File: src/rtl/serial_excess_coder_if.sv
// Serial excess coder bus.
//   en    : bit-cycle enable
//   start : marks bit 0 of digit 0 of a frame (qualified by en)
//   mode  : 0 = encode (add bias), 1 = decode (subtract bias), sampled on start
//   x     : serial input, LSB first, digit 0 first
//   s     : serial result bit (combinational)
//   v     : per-digit overflow/underflow, valid on the last bit of a digit
//   done  : pulse on the last bit of the last digit
//   err   : registered sticky flag, set by any v of the current or last frame
interface serial_excess_coder_if;
  logic en;
  logic start;
  logic mode;
  logic x;
  logic s;
  logic v;
  logic done;
  logic err;

  modport master (output en, output start, output mode, output x,
                  input s, input v, input done, input err);
  modport slave  (input en, input start, input mode, input x,
                  output s, output v, output done, output err);
endinterface

File: src/rtl/serial_excess_coder.sv
// Bit-serial excess-BIAS coder. Each DIGIT_W-bit digit of an NDIGITS-digit frame is
// independently offset by +BIAS (encode) or -BIAS (decode), LSB first. All state
// updates on the falling edge of clk_i.
// Ports:
//   clk_i  : clock (falling edge active)
//   rst_i  : asynchronous active-high reset
//   bus_io : serial_excess_coder_if slave (en/start/mode/x in, s/v/done/err out)
module serial_excess_coder #(
  parameter int unsigned DIGIT_W = 4,
  parameter int unsigned NDIGITS = 2,
  parameter int unsigned BIAS    = 3
) (
  input  logic                  clk_i,
  input  logic                  rst_i,
  serial_excess_coder_if.slave  bus_io
);

  localparam int unsigned BitW = $clog2(DIGIT_W);
  localparam int unsigned DigW = (NDIGITS > 1) ? $clog2(NDIGITS) : 1;
  localparam logic [DIGIT_W-1:0] BiasVec = DIGIT_W'(BIAS);
  localparam logic [BitW-1:0]    LastBit = BitW'(DIGIT_W - 1);
  localparam logic [DigW-1:0]    LastDig = DigW'(NDIGITS - 1);

  typedef enum logic {StIdle, StRun} state_e;

  state_e          state_q, state_d;
  logic [BitW-1:0] bit_q, bit_d;
  logic [DigW-1:0] dig_q, dig_d;
  logic            c_q, c_d;
  logic            mode_q, mode_d;
  logic            err_q, err_d;

  logic            active;
  logic [BitW-1:0] bit_cur;
  logic [DigW-1:0] dig_cur;
  logic            mode_cur;
  logic            c_cur;
  logic            b;
  logic            c_nxt;
  logic            last_bit;
  logic            s, v, done;

  always_comb begin
    state_d = state_q;
    bit_d   = bit_q;
    dig_d   = dig_q;
    c_d     = c_q;
    mode_d  = mode_q;
    err_d   = err_q;
    s       = 1'b0;
    v       = 1'b0;
    done    = 1'b0;

    active   = bus_io.en & (bus_io.start | (state_q == StRun));
    // A start cycle behaves as bit 0 of digit 0 regardless of current counters.
    bit_cur  = bus_io.start ? '0 : bit_q;
    dig_cur  = bus_io.start ? '0 : dig_q;
    mode_cur = bus_io.start ? bus_io.mode : mode_q;
    // Carry is forced to 0 at each digit boundary so digits never interact.
    c_cur    = (bit_cur == '0) ? 1'b0 : c_q;
    b        = BiasVec[bit_cur];
    c_nxt    = mode_cur ? ((~bus_io.x & (b | c_cur)) | (b & c_cur))
                        : ((bus_io.x & b) | (bus_io.x & c_cur) | (b & c_cur));
    last_bit = (bit_cur == LastBit);

    if (active && !rst_i) begin
      s    = bus_io.x ^ b ^ c_cur;
      v    = last_bit & c_nxt;
      // DONE follows the running frame's counters, so it survives a coincident START.
      done = (state_q == StRun) && (bit_q == LastBit) && (dig_q == LastDig);

      mode_d = mode_cur;
      c_d    = c_nxt;
      err_d  = (bus_io.start ? 1'b0 : err_q) | v;
      if (last_bit) begin
        bit_d = '0;
        if (dig_cur == LastDig) begin
          dig_d   = '0;
          state_d = StIdle;
        end else begin
          dig_d   = dig_cur + DigW'(1);
          state_d = StRun;
        end
      end else begin
        bit_d   = bit_cur + BitW'(1);
        dig_d   = dig_cur;
        state_d = StRun;
      end
    end
  end

  always_ff @(negedge clk_i or posedge rst_i) begin
    if (rst_i) begin
      state_q <= StIdle;
      bit_q   <= '0;
      dig_q   <= '0;
      c_q     <= 1'b0;
      mode_q  <= 1'b0;
      err_q   <= 1'b0;
    end else begin
      state_q <= state_d;
      bit_q   <= bit_d;
      dig_q   <= dig_d;
      c_q     <= c_d;
      mode_q  <= mode_d;
      err_q   <= err_d;
    end
  end

  assign bus_io.s    = s;
  assign bus_io.v    = v;
  assign bus_io.done = done;
  assign bus_io.err  = err_q;

endmodule
File: src/flat_wrapper.sv
// flat-port wrapper written by rule: the top's interface ports become plain ports
module serial_excess_coder_flat 
#(
  parameter int unsigned DIGIT_W = 4,
  parameter int unsigned NDIGITS = 2,
  parameter int unsigned BIAS    = 3
)
  (clk_i, rst_i, bus_io_en, bus_io_start, bus_io_mode, bus_io_x, bus_io_s, bus_io_v, bus_io_done, bus_io_err);
  serial_excess_coder_if bus_io_i ();
  input  logic clk_i;
  input  logic rst_i;
  input wire logic [$bits(bus_io_i.en)-1:0] bus_io_en;
  input wire logic [$bits(bus_io_i.start)-1:0] bus_io_start;
  input wire logic [$bits(bus_io_i.mode)-1:0] bus_io_mode;
  input wire logic [$bits(bus_io_i.x)-1:0] bus_io_x;
  output wire logic [$bits(bus_io_i.s)-1:0] bus_io_s;
  output wire logic [$bits(bus_io_i.v)-1:0] bus_io_v;
  output wire logic [$bits(bus_io_i.done)-1:0] bus_io_done;
  output wire logic [$bits(bus_io_i.err)-1:0] bus_io_err;
  assign bus_io_i.en = bus_io_en;
  assign bus_io_i.start = bus_io_start;
  assign bus_io_i.mode = bus_io_mode;
  assign bus_io_i.x = bus_io_x;
  assign bus_io_s = bus_io_i.s;
  assign bus_io_v = bus_io_i.v;
  assign bus_io_done = bus_io_i.done;
  assign bus_io_err = bus_io_i.err;
  serial_excess_coder #(.DIGIT_W(DIGIT_W), .NDIGITS(NDIGITS), .BIAS(BIAS)) u_core (.clk_i(clk_i), .rst_i(rst_i), .bus_io(bus_io_i));
endmodule
File: config.mk
export PLATFORM = sky130hd
export DESIGN_NAME = serial_excess_coder_flat
export DESIGN_NICKNAME = d
export VERILOG_FILES = /design/src/rtl/serial_excess_coder_if.sv /design/src/rtl/serial_excess_coder.sv /design/src/flat_wrapper.sv
export SDC_FILE = /design/constraint.sdc
export NUM_CORES = 1
export LEC_CHECK = 0
export CAP_MARGIN = 40
export CORE_MARGIN = 5
export CORE_UTILIZATION = 34
export DETAILED_ROUTE_END_ITERATION = 10
export GPL_TIMING_DRIVEN = 0
export PLACE_DENSITY = 0.58
export SLEW_MARGIN = 20
export SYNTH_ARGS = -nofsm -noshare
export SYNTH_HDL_FRONTEND = slang
export SYNTH_SLANG_ARGS = --single-unit
File: constraint.sdc
create_clock -name clk_i -period 1.5 [get_ports clk_i]
set_input_delay 0.225 -clock clk_i [delete_from_list [all_inputs] [get_ports clk_i]]
set_output_delay 0.225 -clock clk_i [all_outputs]
set_load 0.01 [all_outputs]
==> results of run 1 <==
==> per-layer routing <==
layer	global-route usage, %	vias to the layer above
li1	-	232
met1	13.5	215
met2	19.3	15
met3	5.64	4
met4	6.45	0
met5	0	-
==> area by class of cell <==
| type | count | area [sq um] | share of cell area, % |
|---|---|---|---|
| tap | 15 | 18.8 | 2.29 |
| sequential | 7 | 175 | 21.4 |
| clock buffer | 4 | 26.3 | 3.21 |
| buffer | 1 | 11.3 | 1.38 |
| multi-input combinational | 39 | 382 | 46.6 |
| inverter | 3 | 11.3 | 1.38 |
| timing repair buffer | 24 | 194 | 23.7 |
==> cells in the final DEF, fill, tap and decap left out, types with 2 or more instances in the layout <==
cell type / count
buf_4: 12
dfrtn_1: 7
buf_6: 5
nand2_1: 5
buf_2: 5
and2b_2: 3
ha_1: 3
clkbuf_4: 3
o21ai_2: 2
mux2_2: 2
inv_2: 2
nand2_2: 2
==> stage by stage <==
step                worst slack [ns]  cells
floorplan                     -0.873     50
global placement               -1.46     74
detailed placement             -1.47     74
CTS                            -1.34     90
global route                   -1.35     93
finish                         -1.29     93
==> tightest hold or removal path, cell delays in order (launching register included) <==
cell	delay, ns
dfrtn_1	0.47
nand2_2	0.07
o21ai_2	0.05
==> report_power, final <==
| part | switching, mW | total, mW | internal (mW) | leakage [nW] |
|---|---|---|---|---|
| Combinational | 0.219 | 0.500 | 0.281 | 0.282 |
| Clock | 0.0803 | 0.183 | 0.102 | 0.0150 |
| Sequential | 0.0544 | 0.310 | 0.256 | 0.0872 |
==> registers in the layout, indices dropped and copies added (netlist names) <==
register and cells:
u_core.c_q 1, u_core.mode_q 1, u_core.bit_q 2, u_core.dig_q 1
u_core.state_q 1, u_core.bus_io.err 1
==> cells by family (layout without fill, tap and decap cells) <==
family | Yosys count | count (layout) | share of synthesized area (%)
compound gates | 11 | 11 | 18.1
fa+ha+maj | 4 | 4 | 10.2
buf+inv | 4 | 32 | 3.32
flops | 7 | 7 | 35.7
mux | 4 | 4 | 8.93
simple gates | 20 | 20 | 23.7
==> repair_timing <==
item	4_1_cts	5_1_grt
pin swaps	3	4
buffers inserted	11	4
setup endpoints to repair	11	11
resized for setup	41	9
gates cloned	1	0
endpoints found under the hold margin	0	0
==> path summary, 6_finish.rpt <==
kind	startpoint	to	slack, ns	cells past startpoint
setup / recovery	u_core.bit_q[0]	bus_io_v	-1.29	8
hold reg to reg	u_core.mode_q	u_core.mode_q	0.51	2
min in group asynchronous	rst_i	u_core.mode_q	0.75	4
hold / removal	u_core.mode_q	u_core.mode_q	0.51	2
setup reg to reg	u_core.bit_q[0]	u_core.bus_io.err	-0.39	9
max in group asynchronous	rst_i	u_core.c_q	0.48	4
==> flow_summary.rst, run 1 <==
.. list-table::
   :header-rows: 1

   * - Metric
     - Value
   * - Met2 Routed Length
     - roughly 650 um
   * - Avg Inst Size Synth
     - roughly 9.8 sq um
   * - Mean routed wirelength per cell
     - 13.7 um
   * - Yosys warning count
     - 0
   * - Post-synth ARST share
     - between 90% and 100%
   * - First-pass iteration count of the detailed router
     - 4
   * - Wire length of the first global-routing pass
     - 1810 um
   * - Largest cells by area after synthesis
     - dfrtn_1 (36%), ha_1 (10%), mux2_2 (6.9%)
   * - Antenna-violating nets left
     - 0
   * - Post-synthesis instance total
     - 50
   * - Slew @ Worst Pin
     - roughly 0.45 ns
   * - Clock tree sinks
     - 7
   * - Number of distinct library cell variants in the gate-level netlist after synthesis
     - 25
   * - Cell area after synthesis
     - 490 sq um
   * - CP max stage delay
     - approximately 0.36 ns
   * - Flip-flop cell with the highest count after synthesis
     - dfrtn_1
   * - Clk Tree Root Cell
     - clkbuf_4
   * - Slowest cell on crit path
     - dfrtn_1
   * - Row cnt
     - 13
   * - Post-layout worst setup margin
     - -1.29 ns
   * - Fill cell count
     - approximately 120
   * - Crit path buffers/inverters
     - 2
   * - Power density relative to cell area
     - 1210 mW/mm^2
   * - Vias per cell
     - roughly 5.0
   * - Layout Nets
     - slightly below 90
   * - Final WL
     - approximately 1300 um
   * - Tightest hold margin
     - between 0.5 and 0.6 ns
   * - Critical path fanouts, max
     - 3
   * - Synthesis-stage register bit count
     - 7
   * - Layout cell share with drive strength beyond 1
     - about 68%
   * - Highest metal used
     - met4
   * - EDFF count, synth
     - 0
   * - Maximum VDD drop
     - 0.707 mV
   * - Vias
     - around 470
   * - Portion of synthesized cell area occupied by the leading cell type
     - ~36%
   * - CTS buffer count
     - 3
   * - Cell family with the largest share of critical-path delay
     - simple AND/OR/NAND/NOR gates
   * - Initial standard-cell utilization of the core
     - a little under two fifths
   * - Worst min path class
     - register to register
   * - Met3 wire length
     - about 88 um
   * - Io pins
     - 10
   * - Fin. Hold Viols
     - 0
   * - Antenna cell count
     - 0
   * - Outcome
     - finished with violations
   * - Layout Utilization
     - 61.4%
   * - First-iteration detailed-routing DRC count
     - 8
   * - Total power after layout
     - slightly below 1 mW
   * - Slew HR
     - between 60% and 70%
   * - Placed Instance Area
     - approximately 640 sq um
   * - Final weighted congestion in routability-driven placement
     - around 0.77
   * - Setup-violating endpoint count in the final report
     - 11
   * - Routed metal-1 wire length
     - between 500 and 600 um
   * - Library cell occupying the most area in the post-synthesis netlist
     - dfrtn_1
   * - Core box area
     - around 0.0013 sq mm
   * - Number of buffers inserted for hold repair after clock tree synthesis
     - 0
   * - Clock tree from TritonCTS
     - done
   * - Die span in y
     - ~48 um
   * - Data required time of the worst path
     - about 1.3 ns
   * - Post-route setup TNS
     - -6.40 ns
   * - Die span in x
     - between 40 and 50 um
   * - Unrepaired setup endpoints after global routing
     - yes
   * - Total congestion overflow after global routing
     - 0
   * - Nature of the critical path endpoint
     - output port
   * - Cell area after layout
     - 818 sq um
   * - Max Transition Viols Final
     - 0
   * - Violations in the final reports
     - negative setup slack
   * - Port Buffer Count
     - 9
   * - Largest clock skew in the final design
     - 0.00233 ns
   * - Most frequent cells after synthesis
     - dfrtn_1 (7), nand2_1 (7), ha_1 (4), o21ai_0 (4)
   * - # Max-Cap Violations
     - 0
   * - Post-synthesis net count
     - 60
   * - Chain of cells forming the critical path
     - and2b_2 -> inv_2 -> ha_4 -> and3b_1 -> o21a_2 -> o31ai_4 -> nor2_1 -> buf_2
   * - Static Leak
     - 0.384 nW
   * - Start-to-end type of the worst setup path
     - register to output port
   * - Largest buffer count on any clock path
     - 2
   * - Number of global-route vias before repair
     - 440
   * - Kind of start point of the critical path
     - register
   * - Number of design rule violations left after detail routing
     - 0
   * - Area overhead of the layout relative to synthesis
     - 66.8%
   * - Maximum number of pins on one net before global-route repair
     - 8
   * - Worst-skew pair later-pin latency
     - approximately 0.27 ns
   * - Die outline area
     - 0.00230 sq mm
   * - Initial antenna violation count
     - 0
   * - Worst EP arrival
     - ~2.6 ns
   * - Post-detail-place hpwl
     - roughly 780 um
   * - Seq/Total Area, Yosys
     - a little over a third
   * - Total track usage
     - approximately 12%
   * - Clock Pin Slew Worst Setup and Hold Paths
     - roughly 0.04 ns
   * - Depth of the CTS H-tree
     - 1
Power figures use the tool's default switching activity.
==> run 2: changes to the inputs <==
--- a/config.mk
+++ b/config.mk
@@ -6,11 +6,14 @@
 export NUM_CORES = 1
 export LEC_CHECK = 0
 export CAP_MARGIN = 40
+export CELL_PAD_IN_SITES_DETAIL_PLACEMENT = 1
+export CELL_PAD_IN_SITES_GLOBAL_PLACEMENT = 1
 export CORE_MARGIN = 5
-export CORE_UTILIZATION = 34
+export CORE_UTILIZATION = 32
 export DETAILED_ROUTE_END_ITERATION = 10
 export GPL_TIMING_DRIVEN = 0
-export PLACE_DENSITY = 0.58
+export HOLD_SLACK_MARGIN = 0.05
+export PLACE_DENSITY = 0.69
 export SLEW_MARGIN = 20
 export SYNTH_ARGS = -nofsm -noshare
 export SYNTH_HDL_FRONTEND = slang
==> run 2 against run 1 <==
The flow still finishes with violations (negative setup slack). Sequential power rose by 2%. Design area rose by 9.9%. Hold slack improved by 0.0017 ns. Die area rose by 4.9%. Sequential cell count did not move. Count of clock-buffer cells in the layout did not move. Clock power rose by 8%.
==> flow_summary.rst, run 2 (synthesis gave the netlist of run 1 again) <==
.. list-table::
   :header-rows: 1

   * - Metric
     - Value
   * - Layout cell share with drive strength beyond 1
     - between 60 and 70%
   * - Clk Tree Root Cell
     - clkbuf_4
   * - Count of placed standard cells including taps
     - 75
   * - Depth of the CTS H-tree
     - 1
   * - Met2 Routed Length
     - between 900 and 1000 um
   * - Die span in y
     - around 49 um
   * - Unrepaired setup endpoints after global routing
     - yes
   * - Layout Nets
     - 95
   * - Cell area after layout
     - between 800 and 900 sq um
   * - Register containing the most flip-flops in the final layout
     - u_core.bit_q
   * - Post-layout worst setup margin
     - -1.32 ns
   * - Layout Utilization
     - about three fifths
   * - Routed metal-1 wire length
     - around 770 um
   * - Worst min path class
     - primary input to asynchronous set/reset pin
   * - Core box area
     - ~0.0015 sq mm
   * - Total congestion overflow after global routing
     - 0
   * - Part of the power in combinational logic
     - between 50% and 60%
   * - Start-to-end type of the worst setup path
     - register to output port
   * - # Max-Cap Violations
     - 0
   * - Largest buffer count on any clock path
     - 2
   * - Chain of cells forming the critical path
     - and2b_2 -> inv_2 -> ha_4 -> and3b_1 -> o21a_2 -> o31ai_4 -> nor2_1 -> buf_2
   * - Flip-flop count of the largest register, all copies and words added
     - 2
   * - Maximum number of pins on one net before global-route repair
     - 8
   * - Slew HR
     - between 60 and 70%
   * - Kind of start point of the critical path
     - register
   * - Number of buffers inserted for hold repair after clock tree synthesis
     - 0
   * - Max Transition Viols Final
     - 0
   * - Number of global-route vias before repair
     - 525
   * - Maximum VDD drop
     - 0.724 mV
   * - Met3 wire length
     - ~73 um
   * - Total track usage
     - between 10% and 20%
   * - Total power after layout
     - between 1 and 1.5 mW
   * - Reg2Reg Capture Point
     - u_core.bus_io.err
   * - Critical path fanouts, max
     - 2
   * - Crit path buffers/inverters
     - 2
   * - First-pass iteration count of the detailed router
     - 4
   * - Internal Pwr Total
     - 0.686 mW
   * - Slew @ Worst Pin
     - about 0.52 ns
   * - Final WL
     - between 1500 and 2000 um
   * - Vias
     - between 500 and 600
   * - First-iteration detailed-routing DRC count
     - 3
   * - Violations in the final reports
     - negative setup slack
   * - Initial antenna violation count
     - 0
   * - Tightest hold margin
     - 0.508 ns
   * - Power share of the clock group
     - approximately 18%
   * - Count of cells along the worst register-to-register path
     - 9
   * - Final weighted congestion in routability-driven placement
     - roughly 0.74
   * - Setup-violating endpoint count in the final report
     - 11
   * - CP max stage delay
     - approximately 0.35 ns
   * - Die outline area
     - approximately 0.0024 sq mm
   * - Worst reg2reg path startpoint
     - u_core.bit_q[0]
   * - Number of design rule violations left after detail routing
     - 0
   * - Nature of the critical path endpoint
     - output port
   * - Wire length of the first global-routing pass
     - approximately 2700 um
   * - Clock Pin Slew Worst Setup and Hold Paths
     - approximately 0.050 ns
   * - Cell family with the largest share of critical-path delay
     - simple AND/OR/NAND/NOR gates
   * - Largest clock skew in the final design
     - around 0.0032 ns
   * - Clock tree from TritonCTS
     - done
   * - Outcome
     - finished with violations
   * - Initial standard-cell utilization of the core
     - 33.3%
   * - Total net switching power
     - 0.424 mW
   * - Die span in x
     - 49.2 um
   * - Antenna cell count
     - 0
   * - Commonest non-fill, non-tap cell in the layout
     - buf_4
   * - Antenna-violating nets left
     - 0
   * - Vias per cell
     - about 5.1
   * - Data required time of the worst path
     - about 1.3 ns
   * - Worst-skew pair later-pin latency
     - about 0.28 ns
   * - Fill cell count
     - 165
   * - Slack of the worst reg-to-reg path
     - -0.40 ns
   * - Worst EP arrival
     - 2.59 ns
   * - Sequential share of power
     - between 20% and 30%
   * - Clock tree sinks
     - 7
   * - Placed Instance Area
     - 639 sq um
   * - Layout Cells excl Fill
     - 100
   * - Mean routed wirelength per cell
     - 18.4 um
   * - Fin. Hold Viols
     - 0
   * - Highest metal used
     - met4
   * - Row cnt
     - 14
   * - Static Leak
     - ~0.42 nW
   * - Port Buffer Count
     - 9
   * - Power density relative to cell area
     - about 1200 mW/mm^2
   * - CTS buffer count
     - 3
   * - Io pins
     - 10
   * - Commonest cells after routing, fill and taps aside
     - buf_4 (14), buf_6 (9), dfrtn_1 (7)
   * - Slowest cell on crit path
     - dfrtn_1
   * - Switching share of power
     - between 30% and 40%
   * - Area overhead of the layout relative to synthesis
     - 83.4%
## run 2: final cells by class
type                       instances  area (sq um)  area share, %
buffer                             1          11.3           1.25
clock buffer                       4          26.3           2.92
inverter                           3          13.8           1.53
multi-input combinational         39           399           44.4
sequential                         7           175           19.5
tap                               16          20.0           2.23
timing repair buffer              30           254           28.2
## run 2: worst register-to-register path, stage by stage, from the launching register on
cell and delay, ns:
dfrtn_1 0.35, and2b_2 0.22, inv_2 0.06, ha_4 0.12, and3b_1 0.18, o21a_2 0.22
buf_4 0.14, buf_6 0.12, o311ai_4 0.19, o211ai_1 0.11
## run 2: power groups by stage
stage	sequential [mW]	clock (mW)	combinational, mW
finish	0.316	0.198	0.596
global route	0.328	0.211	0.650
CTS	0.310	0.189	0.484
detailed placement	0.320	0	0.343
global placement	0.317	0	0.331
floorplan	0.304	0	0.261
## run 2: metrics by stage
step	worst slack, ns	TNS, ns
2_1_floorplan	-0.873	-5.03
3_3_place_gp	-1.45	-11.57
3_5_place_dp	-1.46	-11.68
4_1_cts	-1.33	-6.35
5_1_grt	-1.42	-7.48
6_report	-1.32	-6.88
## run 2: how the worst max path moves through the flow
stage | start | to | slack (ns) | depth (start not counted)
6_report | u_core.bit_q[0] | bus_io_v | -1.32 | 8
5_1_grt | u_core.bit_q[0] | bus_io_v | -1.42 | 8
4_1_cts | u_core.bit_q[0] | bus_io_v | -1.33 | 8
3_5_place_dp | bus_io_start | u_core.bus_io.err | -1.46 | 8
3_3_place_gp | bus_io_start | u_core.bus_io.err | -1.45 | 8
2_1_floorplan | u_core.bit_q[0] | bus_io_v | -0.87 | 7
## run 2: repair_timing
| action | 4_1_cts | 5_1_grt |
|---|---|---|
| cloned | 1 | 0 |
| pin swaps | 5 | 4 |
| setup endpoints to repair | 11 | 11 |
| gates resized for setup | 48 | 8 |
| buffers inserted | 13 | 7 |
## run 2: per-layer routing
metal	vias up	track usage [%]
li1	241	-
met1	251	17.9
met2	13	25.3
met3	7	4.28
met4	0	5.38
met5	-	0
